===== src/rtl/option22_write_sched_if.sv =====
`default_nettype none
// ============================================================================
// Module   : option22_write_sched_if
// Purpose  : Requester handshake and buffer-drive bundle for the option22
//            write scheduler. The requester side is the master; the
//            scheduler is the slave.
// Revision : 1.0 - initial release
// ============================================================================
interface option22_write_sched_if #(
  parameter int WORD_COUNT = 32,
  parameter int ADDR_W     = $clog2(WORD_COUNT)
);
  // requester A
  logic              req_a;
  logic [ADDR_W-1:0] addr_a;
  logic [7:0]        data_a;
  logic              ack_a;
  // requester B
  logic              req_b;
  logic [ADDR_W-1:0] addr_b;
  logic [7:0]        data_b;
  logic              ack_b;
  // buffer drive and status
  logic              buf_write;
  logic              buf_din;
  logic [ADDR_W-1:0] word_idx;
  logic              byte_strobe;
  logic              busy;

  modport master (
    output req_a, addr_a, data_a,
    output req_b, addr_b, data_b,
    input  ack_a, ack_b,
    input  buf_write, buf_din, word_idx, byte_strobe, busy
  );

  modport slave (
    input  req_a, addr_a, data_a,
    input  req_b, addr_b, data_b,
    output ack_a, ack_b,
    output buf_write, buf_din, word_idx, byte_strobe, busy
  );
endinterface
`default_nettype wire


===== src/rtl/option22_write_sched.sv =====
`default_nettype none
// ============================================================================
// Module   : option22_write_sched
// Purpose  : Round-robin write scheduler for the option22 circular bit-serial
//            byte buffer. Accepts {addr,data} from two requesters, waits for
//            the addressed slot to rotate to the insertion point, then shifts
//            the byte out MSB first over exactly 8 clocks.
// Revision : 1.0 - initial release
// ============================================================================
module option22_write_sched #(
  parameter int WORD_COUNT = 32
) (
  input  wire                   clk,
  input  wire                   reset,
  option22_write_sched_if.slave bus
);

  localparam int   ADDR_W = $clog2(WORD_COUNT);
  localparam logic RR_A   = 1'b0;
  localparam logic RR_B   = 1'b1;

  typedef enum logic [1:0] {
    ST_IDLE  = 2'd0,
    ST_WAIT  = 2'd1,
    ST_SHIFT = 2'd2
  } state_t;

  state_t            state_q,    state_d;
  logic [2:0]        bit_cnt_q,  bit_cnt_d;
  logic [ADDR_W-1:0] word_idx_q, word_idx_d;
  logic [ADDR_W-1:0] tgt_q,      tgt_d;
  logic [7:0]        shreg_q,    shreg_d;
  logic              rr_ptr_q,   rr_ptr_d;

  logic              grant_a;
  logic              grant_b;
  logic              last_bit;
  logic [ADDR_W-1:0] next_word;

  // Last bit of the current byte period; the ring index wraps naturally
  // because WORD_COUNT is a power of two.
  assign last_bit  = (bit_cnt_q == 3'd7);
  assign next_word = word_idx_q + ADDR_W'(1);

  // Next-state logic: free-running bit/slot counters plus the grant/wait/shift FSM.
  always_comb begin
    bit_cnt_d  = bit_cnt_q + 3'd1;
    word_idx_d = last_bit ? next_word : word_idx_q;
    state_d    = state_q;
    tgt_d      = tgt_q;
    shreg_d    = shreg_q;
    rr_ptr_d   = rr_ptr_q;
    grant_a    = 1'b0;
    grant_b    = 1'b0;

    case (state_q)
      ST_IDLE: begin
        // A wins when alone or when the round-robin pointer favours it.
        if (bus.req_a && (!bus.req_b || (rr_ptr_q == RR_A))) begin
          grant_a = 1'b1;
        end else if (bus.req_b) begin
          grant_b = 1'b1;
        end

        if (grant_a) begin
          tgt_d    = bus.addr_a;
          shreg_d  = bus.data_a;
          rr_ptr_d = RR_B;
          state_d  = ST_WAIT;
        end else if (grant_b) begin
          tgt_d    = bus.addr_b;
          shreg_d  = bus.data_b;
          rr_ptr_d = RR_A;
          state_d  = ST_WAIT;
        end
      end

      ST_WAIT: begin
        // Leave on the edge that opens the target slot's byte period. A grant
        // made on that very edge only reaches WAIT afterwards, so it waits a
        // full revolution.
        if (last_bit && (next_word == tgt_q)) begin
          state_d = ST_SHIFT;
        end
      end

      ST_SHIFT: begin
        shreg_d = {shreg_q[6:0], 1'b0};
        if (last_bit) begin
          state_d = ST_IDLE;
        end
      end

      default: begin
        state_d = ST_IDLE;
      end
    endcase
  end

  // State registers with synchronous reset aligned to the buffer's reset.
  always_ff @(posedge clk) begin
    if (reset) begin
      state_q    <= ST_IDLE;
      bit_cnt_q  <= 3'd0;
      word_idx_q <= '0;
      tgt_q      <= '0;
      shreg_q    <= 8'd0;
      rr_ptr_q   <= RR_A;
    end else begin
      state_q    <= state_d;
      bit_cnt_q  <= bit_cnt_d;
      word_idx_q <= word_idx_d;
      tgt_q      <= tgt_d;
      shreg_q    <= shreg_d;
      rr_ptr_q   <= rr_ptr_d;
    end
  end

  // Acks are suppressed during reset so a held request is dropped and must
  // be re-accepted once reset is released.
  assign bus.ack_a       = grant_a & ~reset;
  assign bus.ack_b       = grant_b & ~reset;
  assign bus.buf_write   = (state_q == ST_SHIFT);
  assign bus.buf_din     = (state_q == ST_SHIFT) & shreg_q[7];
  assign bus.word_idx    = word_idx_q;
  assign bus.byte_strobe = last_bit;
  assign bus.busy        = (state_q != ST_IDLE);

endmodule
`default_nettype wire

===== src/flat_wrapper.sv =====
// flat-port wrapper written by rule: the top's interface ports become plain ports
module option22_write_sched_flat 
#(
  parameter int WORD_COUNT = 32
)
  (clk, reset, bus_req_a, bus_addr_a, bus_data_a, bus_req_b, bus_addr_b, bus_data_b, bus_ack_a, bus_ack_b, bus_buf_write, bus_buf_din, bus_word_idx, bus_byte_strobe, bus_busy);
  option22_write_sched_if #(.WORD_COUNT(WORD_COUNT)) bus_i ();
  input  wire clk;
  input  wire reset;
  input wire logic [$bits(bus_i.req_a)-1:0] bus_req_a;
  input wire logic [$bits(bus_i.addr_a)-1:0] bus_addr_a;
  input wire logic [$bits(bus_i.data_a)-1:0] bus_data_a;
  input wire logic [$bits(bus_i.req_b)-1:0] bus_req_b;
  input wire logic [$bits(bus_i.addr_b)-1:0] bus_addr_b;
  input wire logic [$bits(bus_i.data_b)-1:0] bus_data_b;
  output wire logic [$bits(bus_i.ack_a)-1:0] bus_ack_a;
  output wire logic [$bits(bus_i.ack_b)-1:0] bus_ack_b;
  output wire logic [$bits(bus_i.buf_write)-1:0] bus_buf_write;
  output wire logic [$bits(bus_i.buf_din)-1:0] bus_buf_din;
  output wire logic [$bits(bus_i.word_idx)-1:0] bus_word_idx;
  output wire logic [$bits(bus_i.byte_strobe)-1:0] bus_byte_strobe;
  output wire logic [$bits(bus_i.busy)-1:0] bus_busy;
  assign bus_i.req_a = bus_req_a;
  assign bus_i.addr_a = bus_addr_a;
  assign bus_i.data_a = bus_data_a;
  assign bus_i.req_b = bus_req_b;
  assign bus_i.addr_b = bus_addr_b;
  assign bus_i.data_b = bus_data_b;
  assign bus_ack_a = bus_i.ack_a;
  assign bus_ack_b = bus_i.ack_b;
  assign bus_buf_write = bus_i.buf_write;
  assign bus_buf_din = bus_i.buf_din;
  assign bus_word_idx = bus_i.word_idx;
  assign bus_byte_strobe = bus_i.byte_strobe;
  assign bus_busy = bus_i.busy;
  option22_write_sched #(.WORD_COUNT(WORD_COUNT)) u_core (.clk(clk), .reset(reset), .bus(bus_i));
endmodule

===== config.mk =====
export PLATFORM = sky130hd
export DESIGN_NAME = option22_write_sched_flat
export DESIGN_NICKNAME = d
export VERILOG_FILES = /design/src/rtl/option22_write_sched_if.sv /design/src/rtl/option22_write_sched.sv /design/src/flat_wrapper.sv
export SDC_FILE = /design/constraint.sdc
export NUM_CORES = 1
export LEC_CHECK = 0
export CORE_MARGIN = 1.5
export CORE_UTILIZATION = 48
export DETAILED_ROUTE_END_ITERATION = 8
export PLACE_DENSITY = 0.83
export SLEW_MARGIN = 40
export SYNTH_ARGS = -nofsm -noshare
export SYNTH_HDL_FRONTEND = slang
export SYNTH_SLANG_ARGS = --single-unit

===== constraint.sdc =====
create_clock -name clk -period 2.8 [get_ports clk]
set_input_delay 0.56 -clock clk [delete_from_list [all_inputs] [get_ports clk]]
set_output_delay 0.56 -clock clk [all_outputs]
set_load 0.01 [all_outputs]

* Yosys cells after proc, flatten, opt, wreduce, memory -nomap -nowiden
Index checks and enable logic that the tools add are counted.
** Storage, ports and cells
- Word-level logic and storage cells :: 50
- Flip-flop bits (word level) :: 24
- Output and inout bits :: 11
- Bits of input ports :: 30
** Cells by class
- Muxes and demuxes :: 19
- Bitwise logic cells :: 5
- Eq/ne operators :: 7
- Add/sub/neg operators :: 2
- Reductions and logical operators :: 11
** Operators with widths (number)
- $mux 8 :: 2
- $pmux 8 s2 :: 1
- $mux 5 :: 2
- $mux 1 :: 9
- $mux 2 :: 4
- $pmux 2 s3 :: 1
- $reduce_bool 2->1 :: 3
- $add 5x1->5 const B :: 1
- $eq 5x5->1 :: 1
- $ne 2x1->1 const B :: 2
- $reduce_and 2->1 :: 2
- $add 3x1->3 const B :: 1
- $and 1x1->1 :: 3
- $eq 3x3->1 const B :: 1
- $ne 3x1->1 const B :: 1
- $reduce_and 3->1 :: 1
- $eq 2x1->1 const B :: 1
- $eq 2x2->1 const B :: 1
- $logic_and 1x1->1 :: 2
- $logic_not 2->1 :: 1
- $not 1->1 :: 2
- $logic_not 1->1 :: 1
- $logic_or 1x1->1 :: 1

* Depth between registers and ports, before layout
- Depth after elaboration :: 8
- Gate-level depth with buffers :: 6
- Mapped depth without buffers :: 5

* Least setup slack after synthesis
Ideal clock, no wire load.
- Kind :: input port to output port
- Start :: input port bus_req_b
- End :: output port bus_ack_a
- Data arrival time :: 1408 ps
- Slack :: 832 ps
- Cell stages on the path :: 4
- Required time :: 2240 ps
- Buffers on the path :: 2
- Path through :: buf_6 > a21boi_4 > buf_6 > nor3b_1
** Between the ends
- Cells in the longest elaborated chain, start to end :: 7
** RTL lines
- start: declaration :: line flat_wrapper.sv:13 : input wire logic [$bits(bus_i.req_b)-1:0] bus_req_b;
- $logic_not 1->1 :: line option22_write_sched.sv:59 : if (bus.req_a && (!bus.req_b || (rr_ptr_q == RR_A))) begin
- $logic_or 1x1->1 :: line option22_write_sched.sv:59
- $logic_and 1x1->1 :: line option22_write_sched.sv:59
- $mux 1 :: line option22_write_sched.sv:59
- $mux 1 (2 in series) :: line option22_write_sched.sv:56 : case (state_q)
- $and 1x1->1 :: line option22_write_sched.sv:121 : assign bus.ack_a = grant_a & ~reset;
- end: declaration :: line flat_wrapper.sv:16 : output wire logic [$bits(bus_i.ack_a)-1:0] bus_ack_a;
Every way passes these cells. The select of a mux whose other input is x is not followed.

* Worst setup path after layout
- Start :: input port bus_req_b
- End :: output port bus_ack_b
** Between the ends
- Cells in the longest elaborated chain, start to end :: 7
- Elaborated cells between the ends (all ways) :: 8
- Those cells by class :: mux (4); bitwise (1); reduce/logical (3)
** RTL lines
- $logic_not 1->1 :: line option22_write_sched.sv:59
- $logic_or 1x1->1 :: line option22_write_sched.sv:59
- $logic_and 1x1->1 :: line option22_write_sched.sv:59
- $mux 1 (*) :: line option22_write_sched.sv:59
- $mux 1 (*) (2 in series) :: line option22_write_sched.sv:56
- $and 1x1->1 (*) :: line option22_write_sched.sv:122 : assign bus.ack_b = grant_b & ~reset;
- end: declaration :: line flat_wrapper.sv:17 : output wire logic [$bits(bus_i.ack_b)-1:0] bus_ack_b;
Mark *: on every way between the ends. The rest lies on a longest branch, timed or not. The select of a mux whose other input is x is not followed.

==> summary.md <==
| Metric | Value |
|---|---|
| Run status | complete, no violations |
| Resize count post-CTS | 0 |
| GR Overflow Total | 0 |
| Drt pass-1 iters | 5 |
| Sw Share | 22.20% |
| Final worst path period share | 93.00% |
| Leakage | 0.0006715 uW |
| Max-cap violations | 0 |
| P&R area growth vs syn | 37.36% |
| Worst Hold Class | reg -> reg |
| CP bufs+invs | 2 |
| PortBufs | 40 |
| CP Class | in -> out |
| ANT nets after route | 0 |
| Mean Syn Cell Area | 9.707 sq um |
| Final Hold Viols | 0 |
| CTS Sinks | 24 |
| Most frequent cells in the layout | clkdlybuf4s50_1, dfxtp_1, nor2_1 |
| Comb pwr share | 18.6% |
| CTS root buffer | clkbuf_4 |
| # rows | 18 |
| Startpoint Class | input port |
| Setup bufs post-CTS | 0 |
| Synth Instances | 128 |
| Pin count of the biggest net entering global routing | 26 |
| CTS clk-pin slew, worst paths | 0.12 ns |
| CTS tree | built |
| Clock network power share | 32.1% |
| GPL Wtd Cong | 0.7950 |
| Die Ht | 53.88 um |
| Crit-path max cell delay | 0.59 ns |
| Top delay family on crit path | buffers and inverters |
| Layout cells sized above 1 | 12.57% |
| GRT Util Overall | 19.32% |
| Dpl hpwl | 1.984 mm |
| Finished layout cell area | 1707 sq um |
| CP most frequent cell | clkdlybuf4s50_1 |
| DR WL/cell | 12.97 um |
| Final Max Slew Viols | 0 |
| Setup Skew | 0.005096 ns |
| Synth warn | 0 |
| Via/cell ratio | 5.482 |
| 1st-iter DRT viols | 40 |
| Syn Nets | 161 |
| Gr busiest metal | met2 |
| FILL cells | 207 |
| Arr. time, crit path | 2.04 ns |
| M2 GR Usage | 36.59% |
| Sequential area share after synthesis | 38.67% |
| Commonest non-fill, non-tap cell in the layout | clkdlybuf4s50_1 |
| Largest area contributor in the netlist | dfxtp_1 |
| Placement Setup Slack | 0.1724 ns |
| Residual DRC | 0 |
| Hold buffers post-CTS | 0 |
| Slew of the pin with the lowest slew margin | 0.5727 ns |
| Placed cell areas | 1654 sq um |
| # diodes | 0 |
| Synth cell types | 37 |
| Crit end category | output pin |
| Period minus WS final | 2.604 ns |
| WL final | 2.556 mm |
| Initial Utilization | 50.61% |
| Clk_lat worst skew | 0.31 ns |
| Async SR Flop Fraction | 0% |
| Via count | 1080 |
| Crit-path cells | clkdlybuf4s50_1 -> a21boi_4 -> nor4b_1 -> clkdlybuf4s50_1 |
| NetSw | 169.4 uW |
| Primary FF master, synth | dfxtp_1 |
| Final Setup Violations | 0 |
| Fin worst setup slack | 0.1961 ns |
| Met1 Use GR | 21.93% |
| Critical Path RT | 2.24 ns |
| Final TNS setup | 0 ns |
| Vias in the first global route | 1015 |
| Worst vdd ir | 0.3075 mV |
| Top-area cell type share of the netlist area | 38.67% |
| Top fanout value on the critical path | 3 |
| Number of synthesized flops with an enable pin | 0 |
| Full die area | 2903 sq um |
| TritonCTS Buffers | 3 |
| Die span in x | 53.88 um |
| Global-route wire length before repair | 4.140 mm |
| Max Root-Sink Buffers | 2 |
| Nets | 201 |
| Top cells by area, synth | dfxtp_1, nor2_1, a222oi_1, mux2i_1, mux2_2 |
| #FFs+latches synth | 24 |
| H-tree depth | 1 |
| Core ar. | 2455 sq um |
| Io pins | 41 |
| Initial antenna violation count | 0 |
| PwrDens | 447.1 nW/um^2 |
| Rel. slew slack | 61.82% |
| Post-synthesis cell area | 1242 sq um |
| Slowest-stage cell, CP | clkdlybuf4s50_1 |
| GR Layer Usage met3 | 2.500% |
| RSZ-0062 raised after global routing | no |
| Max frequency | 384.0 MHz |
| Internal power | 593.7 uW |
| Reg power frac | 49.3% |
## area by class of cell
cell class | count | area (sq um) | area share [%]
Sequential cell | 24 | 480.5 | 28.15
Timing Repair Buffer | 45 | 437.9 | 25.66
Inverter | 3 | 11.26 | 0.6598
Tap cell | 30 | 37.54 | 2.199
Multi-Input combinational cell | 91 | 686.9 | 40.25
Clock buffer | 3 | 22.52 | 1.320
Clock inverter | 1 | 30.03 | 1.760
## stage by stage
stage          total power [uW]  hold WS (ns)  util, %  instances
2_1_floorplan             465.7        0.3992        -        128
3_3_place_gp              520.4        0.4063    67.38        193
3_5_place_dp              527.0        0.4241    67.38        193
4_1_cts                   767.9        0.4434    69.52        197
5_1_grt                   801.7        0.4606    69.52        197
6_report                  763.1        0.4359    69.52        197
## worst paths after layout
path / start / to / slack (ns) / depth (start not counted)
setup reg to reg: u_core.bus.word_idx[0] / u_core.state_q[1] / 1.14 / 5
setup / recovery: bus_req_b / bus_ack_b / 0.20 / 4
hold / removal: u_core.bit_cnt_q[0] / u_core.bit_cnt_q[0] / 0.44 / 1
hold reg to reg: u_core.bit_cnt_q[0] / u_core.bit_cnt_q[0] / 0.44 / 1
## power groups by stage
stage               Clock [uW]  Sequential (uW)  Combinational [uW]
CTS                        248              376                 144
floorplan                    0              380                85.3
global placement             0              383                 138
global route               269              379                 155
detailed placement           0              384                 143
finish                     245              376                 142
## synthesized netlist by cell type, types with 2 or more instances
cell	instances
a211oi_1	5
a21oi_1	3
a222oi_1	6
buf_6	3
clkbuf_1	6
dfxtp_1	24
ha_1	3
inv_1	3
mux2_2	5
mux2i_1	6
nand3_1	3
nand4_1	2
nor2_1	20
nor2b_1	5
nor3_1	2
xnor2_1	6
xor2_1	6
## sequential cells by signal (all words and copies together) (netlist names)
name / count
u_core.shreg_q: 8
u_core.bus.word_idx: 5
u_core.tgt_q: 5
u_core.bit_cnt_q: 3
u_core.state_q: 2
u_core.rr_ptr_q: 1
## worst reg2reg max path, stage by stage (launching register included)
cell and delay, ns:
dfxtp_1 0.49, ha_1 0.30, xnor2_1 0.17, nand3_1 0.12, nor4_2 0.33, a32o_1 0.21
## kinds of logic (layout without fill, tap and decap cells)
logic type	Yosys count	count (layout)	synth area share (%)
buffers and inverters	13	52	6.042
DFF	24	24	38.67
and+or+nand+nor	42	42	17.72
muxes	12	12	10.57
AOI/OAI and AO/OA	22	22	15.51
adders and majority gates	3	3	3.021
xor gates and xnor gates	12	12	8.459
## metal layers
layer	wire length, um	up-vias
met3	152	2
met1	1037	504
li1	-	534
met2	1346	40
met5	0	-
met4	20	0
(Power assumes the default switching activity.)
